[config.mk]
export PLATFORM = sky130hd
export DESIGN_NAME = cpld_uart_ctrl
export DESIGN_NICKNAME = d
export VERILOG_FILES = /design/src/rtl/uart_pkg.sv /design/src/rtl/uart_rx_fifo.sv /design/src/rtl/cpld_uart_ctrl.sv
export SDC_FILE = /design/constraint.sdc
export NUM_CORES = 1
export LEC_CHECK = 0
export CORE_UTILIZATION = 48
export CTS_CLUSTER_SIZE = 28
export DETAILED_ROUTE_END_ITERATION = 16
export PLACE_DENSITY = 0.79
export SLEW_MARGIN = 20
export SYNTH_ARGS = -nofsm -noshare
export SYNTH_HDL_FRONTEND = slang
export SYNTH_SLANG_ARGS = --single-unit
export TNS_END_PERCENT = 20
[constraint.sdc]
create_clock -name clk_50M -period 2.4 [get_ports clk_50M]
set_input_delay 0.48 -clock clk_50M [delete_from_list [all_inputs] [get_ports clk_50M]]
set_output_delay 0.48 -clock clk_50M [all_outputs]
set_load 0.01 [all_outputs]
[src/rtl/uart_pkg.sv]
// Shared definitions for the CPLD UART initiator: register offsets,
// line-status bit positions, the sequencer state enum and a helper that
// assembles the status byte.
package uart_pkg;

   localparam logic [2:0] UART_DATA_OFS = 3'd0;
   localparam logic [2:0] UART_STAT_OFS = 3'd5;

   localparam int UART_LSR_DR   = 0;
   localparam int UART_LSR_THRE = 5;

   typedef enum logic [3:0] {
      ST_IDLE,
      ST_ACQ,
      ST_WR_STB,
      ST_WR_HOLD,
      ST_WR_TBRE,
      ST_WR_TSRE,
      ST_RD_STB,
      ST_RD_SAMP,
      ST_RESP
   } uart_state_e;

   // Status byte as seen by software: only DR and THRE are populated.
   function automatic logic [7:0] lsr_byte(input logic dr, input logic thre);
      logic [7:0] s;
      s                = 8'h00;
      s[UART_LSR_DR]   = dr;
      s[UART_LSR_THRE] = thre;
      return s;
   endfunction

endpackage

[src/rtl/uart_rx_fifo.sv]
// Small synchronous RX byte buffer for the CPLD UART initiator.
// Only built when UART_RX_FIFO_EN is defined. Full/empty derive from an
// occupancy count; pointers wrap naturally because DEPTH is a power of 2.
`ifdef UART_RX_FIFO_EN
module uart_rx_fifo #(
   parameter int DEPTH = 4,
   parameter int WIDTH = 8
) (
   input  logic             clk,
   input  logic             rst,
   input  logic             push,
   input  logic [WIDTH-1:0] wdata,
   input  logic             pop,
   output logic [WIDTH-1:0] rdata,
   output logic             empty,
   output logic             full
);

   localparam int AW = $clog2(DEPTH);

   logic [WIDTH-1:0] mem [DEPTH];
   logic [AW-1:0]    wr_ptr;
   logic [AW-1:0]    rd_ptr;
   logic [AW:0]      count;
   logic             push_ok;
   logic             pop_ok;

   assign push_ok = push && !full;
   assign pop_ok  = pop && !empty;
   assign empty   = (count == '0);
   assign full    = (count == (AW+1)'(DEPTH));
   assign rdata   = mem[rd_ptr];

   // Storage array, written on accepted pushes only.
   always_ff @(posedge clk) begin
      if (push_ok) mem[wr_ptr] <= wdata;
   end

   // Pointer and occupancy bookkeeping.
   always_ff @(posedge clk or posedge rst) begin
      if (rst) begin
         wr_ptr <= '0;
         rd_ptr <= '0;
         count  <= '0;
      end else begin
         if (push_ok) wr_ptr <= wr_ptr + 1'b1;
         if (pop_ok)  rd_ptr <= rd_ptr + 1'b1;
         case ({push_ok, pop_ok})
            2'b10:   count <= count + 1'b1;
            2'b01:   count <= count - 1'b1;
            default: count <= count;
         endcase
      end
   end

endmodule
`endif

[src/rtl/cpld_uart_ctrl.sv]
// CPU-side initiator for the CPLD UART sharing base_ram_data[7:0].
// Sequences uart_rdn/uart_wrn, tracks the CPLD status lines and requests
// ownership of the shared byte lane from the SRAM controller.
// Optional feature macro: UART_RX_FIFO_EN (autonomous RX drain into a
// small buffer); without it, data reads strobe the CPLD directly.
module cpld_uart_ctrl
   import uart_pkg::*;
#(
   parameter int PULSE_CYC   = 4,
   parameter int SYNC_STAGES = 2,
   parameter int RX_DEPTH    = 4
) (
   input  logic       clk_50M,
   input  logic       reset_btn,
   input  logic       req_valid,
   output logic       req_ready,
   input  logic       req_we,
   input  logic [2:0] req_addr,
   input  logic [7:0] req_wdata,
   output logic       resp_valid,
   output logic [7:0] resp_rdata,
   output logic       bus_req,
   input  logic       bus_gnt,
   output logic [7:0] data_o,
   output logic       data_oe,
   input  logic [7:0] data_i,
   output logic       uart_rdn,
   output logic       uart_wrn,
   input  logic       uart_dataready,
   input  logic       uart_tbre,
   input  logic       uart_tsre
);

   localparam int CNT_W = (PULSE_CYC > 1) ? $clog2(PULSE_CYC) : 1;

   if (PULSE_CYC < 1) begin : g_bad_pulse
      $error("PULSE_CYC must be at least 1");
   end
   if (SYNC_STAGES < 1) begin : g_bad_sync
      $error("SYNC_STAGES must be at least 1");
   end
   if ((RX_DEPTH < 2) || ((RX_DEPTH & (RX_DEPTH - 1)) != 0)) begin : g_bad_depth
      $error("RX_DEPTH must be a power of two, at least 2");
   end

   uart_state_e      state;
   logic [CNT_W-1:0] cnt;
   logic             is_wr;
   logic [7:0]       wbyte;
   logic [2:0]       sync_p [SYNC_STAGES];
   logic             dr_s;
   logic             tbre_s;
   logic             tsre_s;
   logic             thre;
   logic             accept;

   assign dr_s   = sync_p[SYNC_STAGES-1][0];
   assign tbre_s = sync_p[SYNC_STAGES-1][1];
   assign tsre_s = sync_p[SYNC_STAGES-1][2];
   assign accept = req_valid && req_ready && (state == ST_IDLE);
   assign thre   = tsre_s && !(state inside {ST_WR_STB, ST_WR_HOLD, ST_WR_TBRE, ST_WR_TSRE}
                               || (state == ST_ACQ && is_wr));

`ifdef UART_RX_FIFO_EN
   logic [7:0] fifo_rdata;
   logic       fifo_empty;
   logic       fifo_full;
   logic       fifo_push;
   logic       fifo_pop;

   // Every read strobe in this build is an autonomous drain.
   assign fifo_push = (state == ST_RD_STB) && (cnt == '0);
   assign fifo_pop  = accept && !req_we && (req_addr == UART_DATA_OFS);

   uart_rx_fifo #(
      .DEPTH (RX_DEPTH),
      .WIDTH (8)
   ) u_rx_fifo (
      .clk   (clk_50M),
      .rst   (reset_btn),
      .push  (fifo_push),
      .wdata (data_i),
      .pop   (fifo_pop),
      .rdata (fifo_rdata),
      .empty (fifo_empty),
      .full  (fifo_full)
   );
`endif

   // Bring the asynchronous CPLD status lines into the clock domain.
   always_ff @(posedge clk_50M or posedge reset_btn) begin
      if (reset_btn) begin
         for (int i = 0; i < SYNC_STAGES; i++) sync_p[i] <= 3'b000;
      end else begin
         sync_p[0] <= {uart_tsre, uart_tbre, uart_dataready};
         for (int i = 1; i < SYNC_STAGES; i++) sync_p[i] <= sync_p[i-1];
      end
   end

   // Latch the transmit byte when a request is accepted.
   always_ff @(posedge clk_50M) begin
      if (accept) wbyte <= req_wdata;
   end

   // Access sequencer with registered bus, strobe and response outputs.
   always_ff @(posedge clk_50M or posedge reset_btn) begin
      if (reset_btn) begin
         state      <= ST_IDLE;
         cnt        <= '0;
         is_wr      <= 1'b0;
         req_ready  <= 1'b0;
         resp_valid <= 1'b0;
         resp_rdata <= 8'h00;
         bus_req    <= 1'b0;
         data_o     <= 8'h00;
         data_oe    <= 1'b0;
         uart_rdn   <= 1'b1;
         uart_wrn   <= 1'b1;
      end else begin
         resp_valid <= 1'b0;
         case (state)
            ST_IDLE: begin
               req_ready <= 1'b1;
               if (accept) begin
                  req_ready <= 1'b0;
                  if (req_we && req_addr == UART_DATA_OFS) begin
                     is_wr   <= 1'b1;
                     bus_req <= 1'b1;
                     state   <= ST_ACQ;
                  end else if (!req_we && req_addr == UART_DATA_OFS) begin
`ifdef UART_RX_FIFO_EN
                     resp_rdata <= fifo_empty ? 8'h00 : fifo_rdata;
                     resp_valid <= 1'b1;
                     state      <= ST_RESP;
`else
                     if (dr_s) begin
                        is_wr   <= 1'b0;
                        bus_req <= 1'b1;
                        state   <= ST_ACQ;
                     end else begin
                        resp_rdata <= 8'h00;
                        resp_valid <= 1'b1;
                        state      <= ST_RESP;
                     end
`endif
                  end else if (!req_we && req_addr == UART_STAT_OFS) begin
`ifdef UART_RX_FIFO_EN
                     resp_rdata <= lsr_byte(!fifo_empty, thre);
`else
                     resp_rdata <= lsr_byte(dr_s, thre);
`endif
                     resp_valid <= 1'b1;
                     state      <= ST_RESP;
                  end else begin
                     // Unmapped offsets and writes to status: no bus traffic.
                     resp_rdata <= 8'h00;
                     resp_valid <= 1'b1;
                     state      <= ST_RESP;
                  end
               end
`ifdef UART_RX_FIFO_EN
               else if (!req_valid && dr_s && !fifo_full) begin
                  req_ready <= 1'b0;
                  is_wr     <= 1'b0;
                  bus_req   <= 1'b1;
                  state     <= ST_ACQ;
               end
`endif
            end
            ST_ACQ: begin
               if (bus_gnt) begin
                  cnt <= CNT_W'(PULSE_CYC - 1);
                  if (is_wr) begin
                     data_o   <= wbyte;
                     data_oe  <= 1'b1;
                     uart_wrn <= 1'b0;
                     state    <= ST_WR_STB;
                  end else begin
                     uart_rdn <= 1'b0;
                     state    <= ST_RD_STB;
                  end
               end
            end
            ST_WR_STB: begin
               if (cnt == '0) begin
                  uart_wrn <= 1'b1;
                  state    <= ST_WR_HOLD;
               end else begin
                  cnt <= cnt - 1'b1;
               end
            end
            ST_WR_HOLD: begin
               data_oe <= 1'b0;
               data_o  <= 8'h00;
               bus_req <= 1'b0;
               state   <= ST_WR_TBRE;
            end
            ST_WR_TBRE: begin
               if (tbre_s) state <= ST_WR_TSRE;
            end
            ST_WR_TSRE: begin
               if (tsre_s) begin
                  resp_rdata <= 8'h00;
                  resp_valid <= 1'b1;
                  state      <= ST_RESP;
               end
            end
            ST_RD_STB: begin
               if (cnt == '0) begin
                  // Last low cycle: the CPLD byte is stable on data_i here.
                  uart_rdn <= 1'b1;
                  bus_req  <= 1'b0;
`ifndef UART_RX_FIFO_EN
                  resp_rdata <= data_i;
`endif
                  state <= ST_RD_SAMP;
               end else begin
                  cnt <= cnt - 1'b1;
               end
            end
            ST_RD_SAMP: begin
`ifdef UART_RX_FIFO_EN
               req_ready <= 1'b1;
               state     <= ST_IDLE;
`else
               resp_valid <= 1'b1;
               state      <= ST_RESP;
`endif
            end
            ST_RESP: begin
               req_ready <= 1'b1;
               state     <= ST_IDLE;
            end
            default: begin
               state <= ST_IDLE;
            end
         endcase
      end
   end

endmodule
After elaboration in Yosys (flattened, before gate mapping)
Cells that the tools add are included.
Storage, ports and cells
  input bits: 27
  bits in registers: 43
  output and inout bits: 22
Operators by class
  reduce and logical (&&, ||, !) cells: 32
  eq/ne operators: 22
  add/subtract/negate cells: 1
  multiplexer cells: 52
Operators by type and width (count)
  8-bit 2-to-1 mux: 8
  4-bit 2-to-1 mux: 9
  4-bit case mux with 8 select lines: 1
  8-bit case mux with 3 select lines: 1
  1-bit 2-to-1 mux: 21
  2-bit inequality test, second input constant: 9
  4-bit by 3-bit == test with 1-bit output, second input constant: 4
  8-bit case mux with 2 select lines: 1
  2-bit nonzero test: 7
  4-bit AND reduction: 3
  6-bit AND reduction: 2
  4-bit by 2-bit == test with 1-bit output, second input constant: 2
  1-bit case mux with 2 select lines: 4
  1-bit logical AND: 7
  6-bit 2-to-1 mux: 1
  1-bit case mux with 3 select lines: 2
  3-bit AND reduction: 2
  3-bit nonzero test: 2
  5-bit AND reduction: 1
  4-bit by 1-bit == test with 1-bit output, second input constant: 1
  4-bit == test, second input constant: 1
  4-bit zero test: 1
  2-bit 2-to-1 mux: 2
  2-bit case mux with 2 select lines: 1
  other kinds (13): 14

Depth between registers and ports, before layout
  word-level depth: 10
  gate-level depth with buffers: 7
  gate-level depth less buffers: 6

Worst setup path after synthesis
Ideal clock, no wire load.
  kind: register to register
  from: reg cnt[0]
  to: reg state[0]
  clock period less this slack: 1824 ps
  setup time: 125 ps
  slack: 576 ps
  cell stages (with the launch flop): 7
  data required time: 2275 ps
  path buffers: 0
  arrival time: 1699 ps
  path through: dfrtp_1 inv_1 ha_1 nor4bb_1 a31oi_1 o221ai_1 mux2_2
Between the ends
  longest elaborated chain between the ends: 3
  elaborated cells on any way between the ends: 4
Ends and longest elaborated chain
  start, declared: line cpld_uart_ctrl.sv:47  | logic [CNT_W-1:0] cnt;
  start signal, assigned: line cpld_uart_ctrl.sv:172  | cnt <= CNT_W'(PULSE_CYC - 1);
  start signal, assigned: line cpld_uart_ctrl.sv:189  | cnt <= cnt - 1'b1;
  start signal, assigned: line cpld_uart_ctrl.sv:218  | cnt <= cnt - 1'b1;
  2-bit zero test (*): line cpld_uart_ctrl.sv:185, cpld_uart_ctrl.sv:209
  2-bit by 1-bit inequality test with 1-bit output (no line) / 2-bit inequality test (equally long branches)
  6-bit AND reduction (no line) (*)
  end signal, assigned: line cpld_uart_ctrl.sv:187  | state <= ST_WR_HOLD;
  end signal, assigned: line cpld_uart_ctrl.sv:196  | state <= ST_WR_TBRE;
  end signal, assigned: line cpld_uart_ctrl.sv:216  | state <= ST_RD_SAMP;
  end, declared: line cpld_uart_ctrl.sv:46  | uart_state_e state;
Every way passes the cells marked *; elsewhere a longest branch is shown, timed or not.
A chain may end at the register's enable or synchronous reset.

Worst setup path after layout
Same ends and word-level chain as after synthesis.

==> results by stage <==
Outcome:
- The run finished with clean final reports.

Floorplanning:
- The die covers around 0.0042 mm².
- The die extent in y is between 60 and 70 µm.
- The area of the core is around 0.0037 mm².
- The initial utilization of the core area, before any placement, comes to 0.5047.
- The number of ports placed on the die boundary is 49.
- In this run the horizontal extent of the chip is ~65 µm.
- The row count is 22.

Critical path:
- The highest net fanout along the worst path is 7.
- Walking the worst path, the cells encountered are inv_1 > ha_1 > nor4bb_1 > a31oi_1 > o221ai_1 > mux2_2.
- The required time at the worst-slack endpoint is around 2.6 ns.
- STA puts the critical path data arrival time at 2.33 ns.
- The depth of the worst register-to-register path is 6.
- The library cell contributing the largest single delay on the critical path is sky130_fd_sc_hd__nor4bb_1.
- The worst setup path is of the register to register kind.
- The endpoint type of the worst setup path is a register.
- Counting both buffers and inverters, the worst setup path holds a total of 1.
- The maximum single-stage delay on the critical path is about 0.44 ns.
- STA classifies the critical path startpoint as a register.
- The critical path's top delay family is compound AO/OA/AOI/OAI gates.
- The cell depth of the worst setup path is 6.

Route:
- The count of TritonRoute iterations in the first routing pass is 4.
- The final wirelength is 4.036 mm.
- The number of antenna-violating nets in the routed design is 0.
- The post-detailed-route wirelength per cell is approximately 16 µm.
- For this run, design rule violations remaining after detail routing come to 0.
- Using the TritonRoute via totals, the vias-per-cell ratio works out to roughly 5.6.
- The via count is about 1400.
- The first routing iteration left 57 violations.

Global routing:
- Entering global routing, the biggest net connects 36 pins.
- The remaining global-route overflow is 0.
- The total track usage is 0.2273.
- The number of antenna violations at the first check in global routing is 0.
- The number of global-route vias before repair came to 1505.
- The wire length of the first global-routing pass is 6.996 mm.

Flow run:
- The tool flagged a number of max-cap violations equal to 0.

Clock tree:
- The tree is rooted in a sky130_fd_sc_hd__clkbuf_8.
- The register clock-pin slew on the reported worst setup and hold paths is 0.08 ns.
- TritonCTS built the clock tree.
- The number of hold buffers added after CTS was 0.
- The H-tree level count is 2.
- The number of gates resized after CTS was 0.
- The clock latency of the later-clocked register in the worst-skew pair is roughly 0.30 ns.
- The clock buffer count from CTS is 5.
- The clock passes through at most 2 buffers.
- Post-CTS timing repair inserted 0 buffers for setup.
- Clock tree synthesis found a total of 43 sinks.

STA:
- The final-report max-slew violation count is 0.
- Setup violations remaining at the end of the flow were counted as 0.
- The final setup skew is approximately 0.011 ns.
- The worst path meets setup with roughly 0.25 ns of slack.
- For the pin with the worst max-slew slack, the measured transition is 0.4734 ns.
- The worst hold slack is around 0.36 ns.
- In the final timing run, aggregate negative setup slack is 0 ns.
- Measured against its own limit, the worst slew margin works out to 0.6844.
- The worst path needs roughly 2.1 ns of the cycle, external delays included.
- The final-report hold violation count came to 0.
- The post-route fraction of the period consumed by the critical path is 0.8942.
- The maximum frequency from static timing analysis is around 470 MHz.
- Setup repair after global routing left no endpoint under its margin.

Synth:
- The flop and latch count out of synthesis is 43.
- The cell area that synthesis handed to floorplanning was around 0.0019 mm².
- The post-synth net total is roughly 190.
- The number of distinct standard cells referenced by the synthesized netlist is 43.
- The gate count after technology mapping is 157.
- The sequential area share after synthesis is 0.5964.
- Dividing the synthesized area by the synthesized cell count gives 11.95 µm².
- The Yosys step of the flow raised 0 warnings.

Finish:
- In the final layout, the share of cells above drive strength 1 is 0.09091.
- The area growth from synthesis to layout is 33.16%.
- After routing the design area is 0.002497 mm².
- The number of antenna diodes in the final layout is 0.
- The top cell types in the final layout, fill and taps aside, are sky130_fd_sc_hd__clkdlybuf4s50_1, sky130_fd_sc_hd__dfrtp_1, sky130_fd_sc_hd__inv_1.
- The commonest non-fill, non-tap cell in the layout is sky130_fd_sc_hd__clkdlybuf4s50_1.
- The final standard cell count with taps included and fillers excluded is around 260.
- The core utilization of the finished layout is 0.6721.
- The number of nets in the layout is 236.

Power and ir drop:
- Summing internal, switching and leakage power gives 2.754 mW.
- Across the VDD grid, the largest voltage drop is a little over 0.6 mV.
- Power spread over the standard cell area amounts to roughly 1100 mW/mm².
- The leakage power summed over all cells is 1.057 nW.

Placed design:
- At the end of routability-driven placement, the weighted congestion stood at ~0.86.
- The cell area after placement is ~0.0024 mm².
- The worst setup timing slack at the placement stage is 0.2342 ns.
- Once detailed placement completed, the half-perimeter wirelength came to 2.964 mm.
- The count of placed standard cells including taps is ~250.
- The count of buffers from port buffering is 48.

Worst hold path:
- The worst hold path cell count is 0.
- The min-delay analysis places its worst path in the category register to register.
-- synthesized netlist by cell type --
master                      number  area, µm²
sky130_fd_sc_hd__dfrtp_1        33      825.8
sky130_fd_sc_hd__inv_1          14      52.55
sky130_fd_sc_hd__nand2_1        12      45.04
sky130_fd_sc_hd__a22o_1          9      78.83
sky130_fd_sc_hd__edfxtp_1        8      240.2
sky130_fd_sc_hd__mux2i_1         8      80.08
sky130_fd_sc_hd__a21oi_1         7      35.03
sky130_fd_sc_hd__nor2_1          7      26.28
sky130_fd_sc_hd__buf_2           4      20.02
sky130_fd_sc_hd__nor3_1          4      20.02
sky130_fd_sc_hd__and3_1          3      18.77
sky130_fd_sc_hd__clkbuf_1        3      11.26
sky130_fd_sc_hd__nand2b_1        3      18.77
sky130_fd_sc_hd__o22a_1          3      26.28
sky130_fd_sc_hd__a211o_1         2      17.52
sky130_fd_sc_hd__a22oi_1         2      15.01
sky130_fd_sc_hd__a31oi_1         2      12.51
sky130_fd_sc_hd__a32o_1          2      20.02
sky130_fd_sc_hd__buf_4           2      15.01
sky130_fd_sc_hd__dfstp_2         2      52.55
sky130_fd_sc_hd__mux2_4          2      30.03
sky130_fd_sc_hd__nor4bb_1        2      20.02
sky130_fd_sc_hd__o21a_1          2      15.01
sky130_fd_sc_hd__xor2_1          2      17.52
sky130_fd_sc_hd__a211oi_1        1      7.510
sky130_fd_sc_hd__a21o_1          1      7.510
sky130_fd_sc_hd__a2bb2oi_1       1      8.760
sky130_fd_sc_hd__and2_1          1      6.260
sky130_fd_sc_hd__buf_6           1      11.26
sky130_fd_sc_hd__ha_1            1      12.51
sky130_fd_sc_hd__mux2_2          1      11.26
sky130_fd_sc_hd__nand3_1         1      5.000
sky130_fd_sc_hd__nor4b_1         1      8.760
sky130_fd_sc_hd__o2111a_1        1      11.26
sky130_fd_sc_hd__o2111ai_1       1      8.760
sky130_fd_sc_hd__o211ai_1        1      7.510
sky130_fd_sc_hd__o21ai_0         1      5.000
sky130_fd_sc_hd__o221ai_1        1      8.760
sky130_fd_sc_hd__o22ai_1         1      6.260
sky130_fd_sc_hd__o31a_1          1      8.760
sky130_fd_sc_hd__o32a_1          1      10.01
sky130_fd_sc_hd__or4_1           1      7.510
sky130_fd_sc_hd__xnor2_1         1      8.760
-- state kept, by name (all words and copies together), names as in the netlist --
register / count
bus_req: 1
cnt: 2
data_o: 8
data_oe: 1
dr_s: 1
is_wr: 1
req_ready: 1
resp_rdata: 8
resp_valid: 1
state: 4
sync_p: 5
uart_rdn: 1
uart_wrn: 1
wbyte: 8
-- final cells by class --
class | count | area [µm²]
fillers | 274 | 1219
flip-flops and latches | 43 | 1119
multi-input cells | 90 | 646.9
repair buffers | 54 | 525.5
clock buffers | 5 | 68.82
well taps | 48 | 60.06
inverters | 14 | 52.55
clock inverters | 3 | 25.02
-- cells by family after synthesis --
kind of cell	share of synthesized area
flops	0.5964
compound gates	0.1655
simple gates	0.09407
buf+inv	0.05870
mux	0.06471
xor+xnor	0.01401
fa+ha+maj	0.006670
-- metal layers --
layer / GRT usage / wire length, µm / vias to the layer above
li1: - / - / 664
met1: 0.2814 / 1670 / 720
met2: 0.3803 / 2045 / 57
met3: 0.05282 / 252 / 7
met4: 0.09722 / 68 / 0
met5: 0 / 0 / -
-- power by group --
group | total (mW) | switching, mW | internal (mW)
clock network | 0.461 | 0.254 | 0.208
logic | 1.15 | 0.529 | 0.624
registers | 1.14 | 0.189 | 0.951
total | 2.75 | 0.972 | 1.78
-- worst paths after layout --
kind / slack, ns / start / to
max: 0.25 / cnt[0] / state[0]
min: 0.36 / sync_p[5] / sync_p[2]
max reg2reg: 0.25 / cnt[0] / state[0]
min reg2reg: 0.36 / sync_p[5] / sync_p[2]
max in group asynchronous: 1.50 / reset_btn / uart_wrn
min in group asynchronous: 0.55 / reset_btn / data_o[3]
Note: power is estimated with default switching activity, not from simulation.
